## src/rtl/instruction_fetch_pkg.sv

```systemverilog
// Shared types and constants for the instruction fetch stage.
`default_nettype none

package instruction_fetch_pkg;

  localparam int DB_DEFAULT  = 16;
  localparam int OPW_DEFAULT = 5;

  localparam logic [OPW_DEFAULT-1:0] OP_HALT = 5'b00000;

  typedef enum logic [1:0] {
    S_IDLE   = 2'd0,
    S_FETCH  = 2'd1,
    S_ISSUE  = 2'd2,
    S_HALTED = 2'd3
  } state_e;

endpackage

`default_nettype wire

```

## src/rtl/instruction_fetch_pc_unit.sv

```systemverilog
// Program counter with clear, jump-load and increment, plus a range check.
`default_nettype none

module instruction_fetch_pc_unit #(
  parameter int AB        = 11,
  parameter int MEM_WORDS = 101
) (
  input  logic          clk,
  input  logic          rst_n,
  input  logic          clear_i,
  input  logic          load_i,
  input  logic          inc_i,
  input  logic [AB-1:0] load_addr_i,
  output logic [AB-1:0] pc_o,
  output logic          out_of_range_o
);

  // One extra bit keeps the compare correct even if MEM_WORDS == 2**AB.
  localparam logic [AB:0] LIMIT = (AB+1)'(MEM_WORDS);

  logic [AB-1:0] pc_q, pc_d;

  always_comb begin
    pc_d = pc_q;
    if (clear_i)     pc_d = '0;
    else if (load_i) pc_d = load_addr_i;
    else if (inc_i)  pc_d = pc_q + AB'(1);
  end

  always_ff @(posedge clk or negedge rst_n) begin
    if (!rst_n) pc_q <= '0;
    else        pc_q <= pc_d;
  end

  assign pc_o           = pc_q;
  assign out_of_range_o = ({1'b0, pc_q} >= LIMIT);

endmodule

`default_nettype wire

```

## src/rtl/instruction_fetch.sv

```systemverilog
// Fetch/sequencing stage: owns the PC, registers program words and issues
// them downstream over a valid/ready handshake; stops on HALT or bad address.
`default_nettype none

module instruction_fetch
  import instruction_fetch_pkg::*;
#(
  parameter int AB        = 11,
  parameter int DB        = DB_DEFAULT,
  parameter int OPW       = OPW_DEFAULT,
  parameter int MEM_WORDS = 101,
  parameter int CW        = 16
) (
  input  logic          clk,
  input  logic          rst_n,
  input  logic          start,
  input  logic          resume,
  output logic [AB-1:0] Addr,
  input  logic [DB-1:0] Data,
  output logic [DB-1:0] instr,
  output logic          instr_valid,
  input  logic          instr_ready,
  input  logic          jump_en,
  input  logic [AB-1:0] jump_addr,
  output logic          halted,
  output logic          addr_error,
  output logic [CW-1:0] instr_count
);

  state_e        state_q, state_d;
  logic [DB-1:0] instr_q, instr_d;
  logic          valid_q, valid_d;
  logic          halted_q, halted_d;
  logic          err_q, err_d;
  logic [CW-1:0] count_q, count_d;

  logic          pc_clear, pc_load, pc_inc, out_of_range;
  logic [AB-1:0] pc;
  logic [OPW-1:0] opcode;

  assign opcode = Data[DB-1 -: OPW];

  instruction_fetch_pc_unit #(
    .AB        (AB),
    .MEM_WORDS (MEM_WORDS)
  ) u_pc (
    .clk            (clk),
    .rst_n          (rst_n),
    .clear_i        (pc_clear),
    .load_i         (pc_load),
    .inc_i          (pc_inc),
    .load_addr_i    (jump_addr),
    .pc_o           (pc),
    .out_of_range_o (out_of_range)
  );

  always_comb begin
    state_d  = state_q;
    instr_d  = instr_q;
    valid_d  = valid_q;
    halted_d = halted_q;
    err_d    = err_q;
    count_d  = count_q;
    pc_clear = 1'b0;
    pc_load  = 1'b0;
    pc_inc   = 1'b0;
    unique case (state_q)
      S_IDLE: begin
        if (start) begin
          state_d  = S_FETCH;
          pc_clear = 1'b1;
        end
      end
      S_FETCH: begin
        // The range check wins so that an out-of-range word is never latched.
        if (out_of_range) begin
          state_d  = S_HALTED;
          halted_d = 1'b1;
          err_d    = 1'b1;
        end else if (opcode == OPW'(OP_HALT)) begin
          state_d  = S_HALTED;
          halted_d = 1'b1;
          instr_d  = Data;
          pc_inc   = 1'b1;
        end else begin
          state_d  = S_ISSUE;
          instr_d  = Data;
          valid_d  = 1'b1;
          pc_inc   = 1'b1;
        end
      end
      S_ISSUE: begin
        if (instr_ready) begin
          state_d = S_FETCH;
          valid_d = 1'b0;
          count_d = (&count_q) ? count_q : count_q + CW'(1);
          pc_load = jump_en;
        end
      end
      S_HALTED: begin
        if (start) begin
          state_d  = S_FETCH;
          pc_clear = 1'b1;
          halted_d = 1'b0;
          err_d    = 1'b0;
        end else if (resume && !err_q) begin
          state_d  = S_FETCH;
          halted_d = 1'b0;
        end
      end
      default: state_d = S_IDLE;
    endcase
  end

  always_ff @(posedge clk or negedge rst_n) begin
    if (!rst_n) begin
      state_q  <= S_IDLE;
      instr_q  <= '0;
      valid_q  <= 1'b0;
      halted_q <= 1'b0;
      err_q    <= 1'b0;
      count_q  <= '0;
    end else begin
      state_q  <= state_d;
      instr_q  <= instr_d;
      valid_q  <= valid_d;
      halted_q <= halted_d;
      err_q    <= err_d;
      count_q  <= count_d;
    end
  end

  assign Addr        = pc;
  assign instr       = instr_q;
  assign instr_valid = valid_q;
  assign halted      = halted_q;
  assign addr_error  = err_q;
  assign instr_count = count_q;

endmodule

`default_nettype wire

```

## config.mk

```make
export PLATFORM = sky130hd
export DESIGN_NAME = instruction_fetch
export DESIGN_NICKNAME = d
export VERILOG_FILES = /design/src/rtl/instruction_fetch_pkg.sv /design/src/rtl/instruction_fetch_pc_unit.sv /design/src/rtl/instruction_fetch.sv
export SDC_FILE = /design/constraint.sdc
export NUM_CORES = 1
export LEC_CHECK = 0
export CORE_MARGIN = 2
export CORE_UTILIZATION = 40
export CTS_CLUSTER_DIAMETER = 30
export DETAILED_ROUTE_END_ITERATION = 10
export PLACE_DENSITY_LB_ADDON = 0.1
export SKIP_CTS_REPAIR_TIMING = 1
export SYNTH_ARGS = -nofsm -noshare
export SYNTH_HDL_FRONTEND = slang
export SYNTH_HIERARCHICAL = 1
export SYNTH_SLANG_ARGS = --single-unit
```

## constraint.sdc

```tcl
create_clock -name clk -period 4.1 [get_ports clk]
set_clock_uncertainty 0.1 [all_clocks]
set_input_delay 1.23 -clock clk [delete_from_list [all_inputs] [get_ports clk]]
set_output_delay 1.23 -clock clk [all_outputs]
set_load 0.005 [all_outputs]
```

### Word-level counts from Yosys, hierarchy flattened

Index checks and enable logic that the tools add are counted.

* equal/unequal tests: 11
* order comparisons: 1
* muxes and demuxes: 28
* add/sub/neg operators: 2
* reduce and logical (&&, ||, !) cells: 15
* bitwise logic cells: 2

Operator list (number)
* $mux 11: 3
* $mux 1: 17
* $add 16x1->16 const B: 1
* $reduce_and 16->1: 1
* $ne 2x2->1 const B: 6
* $reduce_and 3->1: 4
* $add 11x1->11 const B: 1
* $ge 11x7->1 const B: 1
* $mux 2: 4
* $pmux 2 s4: 1
* $ne 3x3->1 const B: 2
* $pmux 1 s2: 3
* $logic_not 5->1: 1
* $eq 2x2->1 const B: 2
* $reduce_and 4->1: 1
* $reduce_bool 2->1: 2
* $reduce_bool 3->1: 1
* $eq 2x1->1 const B: 1
* $logic_not 2->1: 1
* $not 1->1: 2
* $reduce_and 2->1: 1
* $reduce_or 2->1: 1
* $logic_and 1x1->1: 1
* $logic_not 1->1: 1

* output and inout port bits: 46
* bits in registers: 48

### Logic depth before layout (Yosys ltp)

* word-level depth: 6
* mapped depth: 13
* gate-level depth less buffers: 10

### Modules after synthesis

Netlist, hierarchy kept.

By module, submodules not included
* instruction_fetch: sequential area each 925.9 um2, cells an instance 142, times used 1, area each 1719.1 um2
* instruction_fetch_pc_unit: sequential area each 275.3 um2, cells an instance 79, times used 1, area each 708.2 um2

### Least setup slack after synthesis

OpenSTA, ideal clock, no wires.

* path kind: reg2reg
* start: reg u_pc.pc_q[0] (netlist: u_pc/pc_o[0])
* end: reg u_pc.pc_q[9] (netlist: u_pc/pc_o[9])
* path slack: 1.372 ns
* arrival time: 2.509 ns
* cell stages (with the launch flop): 13
* clock period less this slack: 2.728 ns
* cell sequence: dfrtp_1 > ha_1 > o31a_1 > nor3_1 > o21ai_0 > nor2b_1 > buf_2 > buf_2 > buf_4 > and4_1 > nor4b_2 > xor2_1 > o21a_1

* cells in the longest elaborated chain, start to end: 4
* elaborated cells on any way between the ends: 8
* classes of those cells: add/sub (1); order compare (1); mux (5); reduce/logical (1)

Ends and longest elaborated chain
* start: declaration: RTL line instruction_fetch_pc_unit.sv:21 `logic [AB-1:0] pc_q, pc_d;`
* start signal: assignment: RTL line instruction_fetch_pc_unit.sv:32 `else pc_q <= pc_d;`
* $ge 11x7->1: RTL line instruction_fetch_pc_unit.sv:36 `assign out_of_range_o = ({1'b0, pc_q} >= LIMIT);`
* named net out_of_range: RTL line instruction_fetch.sv:37 `logic pc_clear, pc_load, pc_inc, out_of_range;`
* $mux 1: RTL line instruction_fetch.sv:76 `if (out_of_range) begin`
* $mux 1: RTL line instruction_fetch.sv:67 `unique case (state_q)`
* named net pc_inc: RTL line instruction_fetch.sv:37
* $reduce_bool 3->1 (no line)

The timed path passes the listed nets, and every way through them passes these cells. The select of a mux whose other input is x is not followed.
A chain may end at the register's enable or synchronous reset.

### Final worst setup path

* start: reg u_pc.pc_q[1] (netlist: u_pc/pc_o[1])
* end: reg u_pc.pc_q[9] (netlist: u_pc/pc_o[9])

* cells in the longest elaborated chain, start to end: 4
* elaborated cells on any way between the ends: 8
* classes of those cells: add/sub (1); order compare (1); mux (5); reduce/logical (1)

Ends and longest elaborated chain (RTL line)
* $ge 11x7->1: instruction_fetch_pc_unit.sv:36
* named net out_of_range: instruction_fetch.sv:37
* $mux 1: instruction_fetch.sv:76
* $mux 1: instruction_fetch.sv:67
* $reduce_bool 3->1 (no line)

The timed path passes the listed nets, and every way through them passes these cells. The select of a mux whose other input is x is not followed.

==> out/qor.yml <==
drt-vias-per-instance: 5.06
path_class: "register to register"
p_sw_uw: 689
die_w_um: 81.9
use_met1_pct: 22.2
p_int_uw: 1370
p_leak_uw: 0.00141
dieHeight_um: 81.9
grt_overflow_total: 0
ys_seq_area_share_pct: 49.5
finalSetupViolCount: 0
dpl.hpwl_mm: 3.94
outcome: "finished clean"
fin_setup_tns_ns: 0
start_kind: "register"
antenna_cells: 0
track_usage_pct: 17.1
p_sw_share_pct: 33.4
critPathArrivalTime_ns: 2.88
clk_pin_slew_ns: 0.09
dr.pass1.iters: 4
vias: 1913
period_share_pct: 68.0
tightest_slew_ns: 0.780
power_uw: 2060
syn_to_final_growth_pct: 39.2
post-route-min-period_ns: 2.79
max_freq_ghz: 0.358
ys_types: 41
cts_max_level: 2
power.density_mw_per_mm2: 610
fp.coreArea_mm2: 0.00589
n_fill_cell: 533
row_count: 28
drive_gt1_share_pct: 12.5
wl_mm: 5.31
synth_seq_cells: 48
grt_use_met2_pct: 28.3
synth_edf_count: 0
max-cap-violations: 0
relSlewSlack_pct: 47.8
synth-compound-area-share_pct: 7.73
drc: 0
pwr-share-seq_pct: 38.3
synthCells: 221
regArea_mm2: 0.00120
syn-num-nets: 261
ir_worst_vdd_mv: 0.390
slew_viol_final: 0
cts_buffer_depth: 2
initial_core_util_pct: 41.2
critPathMaxFanout: 27
port_buffers: 78
multiInputGateArea_mm2: 0.00115
drtAntennaViolNets: 0
combPwrFrac_pct: 47.4
gp_congestion: 0.762
drt-wirelength-per-cell_um: 14.1
synth_xor_area_share_pct: 7.58
cts_tree: "built"
hold_path_class: "register to register"
first_iter_violations: 145
cts_sinks: 48
synth_top_family_by_area: "simple AND/OR/NAND/NOR gates"
synth_async_sr_flop_share_pct: 100
pin_count: 79
yosys_warnings: 6
cp.required_ns: 4.19
grt_max_degree: 28
grt.busiest_layer: "met2"
grt_setup_unrepaired: "false"
syn-cell-area_mm2: 0.00243
end_kind: "register"
grt_pass1_vias: 1887
synth.area.mux_share_pct: 10.9
finalHoldViolations: 0
clock_latency_ns: 0.30
met3_usage_pct: 4.51
grt_pass1_wl_mm: 8.85
dieArea_mm2: 0.00671
antenna_found_initial: 0
numCtsBuffers: 5
nets: 342
postSynthAreaPerCell_um2: 11.0
synthFlopType: "dfrtp_1"
yosys.area_share.simple_pct: 17.6
synthAdderAreaFrac_pct: 3.61
clkPwrFrac_pct: 14.2
clockRootBuffer: "clkbuf_8"
[worst max-delay path: stages (launching register included)]
cell,delay [ns]
dfrtp_1,0.48
inv_1,0.07
ha_1,0.18
o31a_1,0.23
nor3_1,0.15
o21ai_0,0.18
nor2b_2,0.14
buf_4,0.31
and4_1,0.31
nor4b_2,0.25
xor2_1,0.11
o21a_1,0.17
[through the flow]
stage | instance area (um2) | hold WS [ns] | util, % | worst slack [ns] | instances
final | 3380 | 0.413 | 57.4 | 1.31 | 378
after global routing | 3380 | 0.431 | 57.4 | 1.02 | 378
after CTS | 3380 | 0.418 | 57.4 | 1.31 | 378
after detailed placement | 3290 | 0.396 | 55.8 | 1.12 | 370
after global placement | 3290 | 0.389 | 55.8 | 1.15 | 370
after floorplan | 2430 | 0.401 | - | 1.37 | 221
[area by class of cell]
cell class	count	share of cell area, %
clock buffers	7	2.55
clock inverters	1	0.222
inverters	12	1.33
multi-input cells	155	34.2
flip-flops and latches	48	35.5
well taps	75	2.78
repair buffers	80	23.4
[worst paths after layout]
kind	slack (ns)	cells past startpoint	to	start
worst max register to register	1.31	11	u_pc/pc_o[9]	u_pc/pc_o[1]
worst min-delay path	0.41	1	instr[8]	instr[8]
max in group asynchronous	2.36	2	instr[5]	rst_n
worst min register to register	0.41	1	instr[8]	instr[8]
worst max-delay path	1.31	11	u_pc/pc_o[9]	u_pc/pc_o[1]
min in group asynchronous	0.82	1	u_pc/pc_o[2]	rst_n
[placed cells by master (no fill, tap or decap), types with 2 or more instances in the layout]
cell and count:
nand3_1 8, nor3_1 8, clkbuf_8 6, and4_1 4
mux2_2 20, nor4_1 4, buf_4 2, mux2i_1 4
xor2_1 10, a21o_1 3, nand2b_1 2, o21ai_0 4
dfrtp_1 48, inv_1 12, nand2_1 12, xnor2_1 11
nor2_1 14, and3_1 4, o21a_1 4, ha_1 7
clkdlybuf4s50_1 77, nand4_1 8, a21oi_1 10
[flip-flops by register name (all words and copies together), names as in the netlist]
name,count
instr,16
instr_count,16
u_pc/pc_o,11
state_q,2
addr_error,1
halted,1
instr_valid,1
[cells in the mapped netlist, drive strengths merged (2+ instances only)]
master / n / area (um2)
a21o: 3 / 22.5
a21oi: 11 / 58.8
and3: 4 / 25.0
and4: 4 / 35.0
buf: 3 / 17.5
clkbuf: 3 / 11.3
dfrtp: 48 / 1200
ha: 7 / 87.6
inv: 12 / 45.0
mux2: 20 / 225
mux2i: 4 / 40.0
nand2: 12 / 45.0
nand2b: 2 / 12.5
nand3: 9 / 50.1
nand4: 9 / 71.3
nor2: 14 / 52.6
nor3: 8 / 40.0
nor4: 5 / 37.5
o21a: 4 / 30.0
o21ai: 5 / 25.0
or4: 2 / 18.8
xnor2: 11 / 96.3
xor2: 10 / 87.6
[layer usage]
metal,share of wire [%],wire length (um)
met5,0,0
met2,50,2650
met4,0.58,31
met1,44,2320
met3,5.8,310
[kinds of logic after synthesis]
logic type               count (synthesis)
AO/OA/AOI/OAI                           29
buffers and inverters                   18
XOR/XNOR                                21
adder cells (fa/ha/maj)                  7
AND/OR/NAND/NOR                         74
multiplexers                            24
flip-flops                              48
[power by group through the flow]
stage / Sequential (uW) / Clock, uW / Combinational (uW)
after floorplan: 791 / 0 / 534
after global placement: 795 / 0 / 968
after CTS: 793 / 307 / 990
after global routing: 821 / 325 / 1070
after detailed placement: 801 / 0 / 983
final: 790 / 293 / 977
Note: power is estimated with default switching activity, not from simulation.
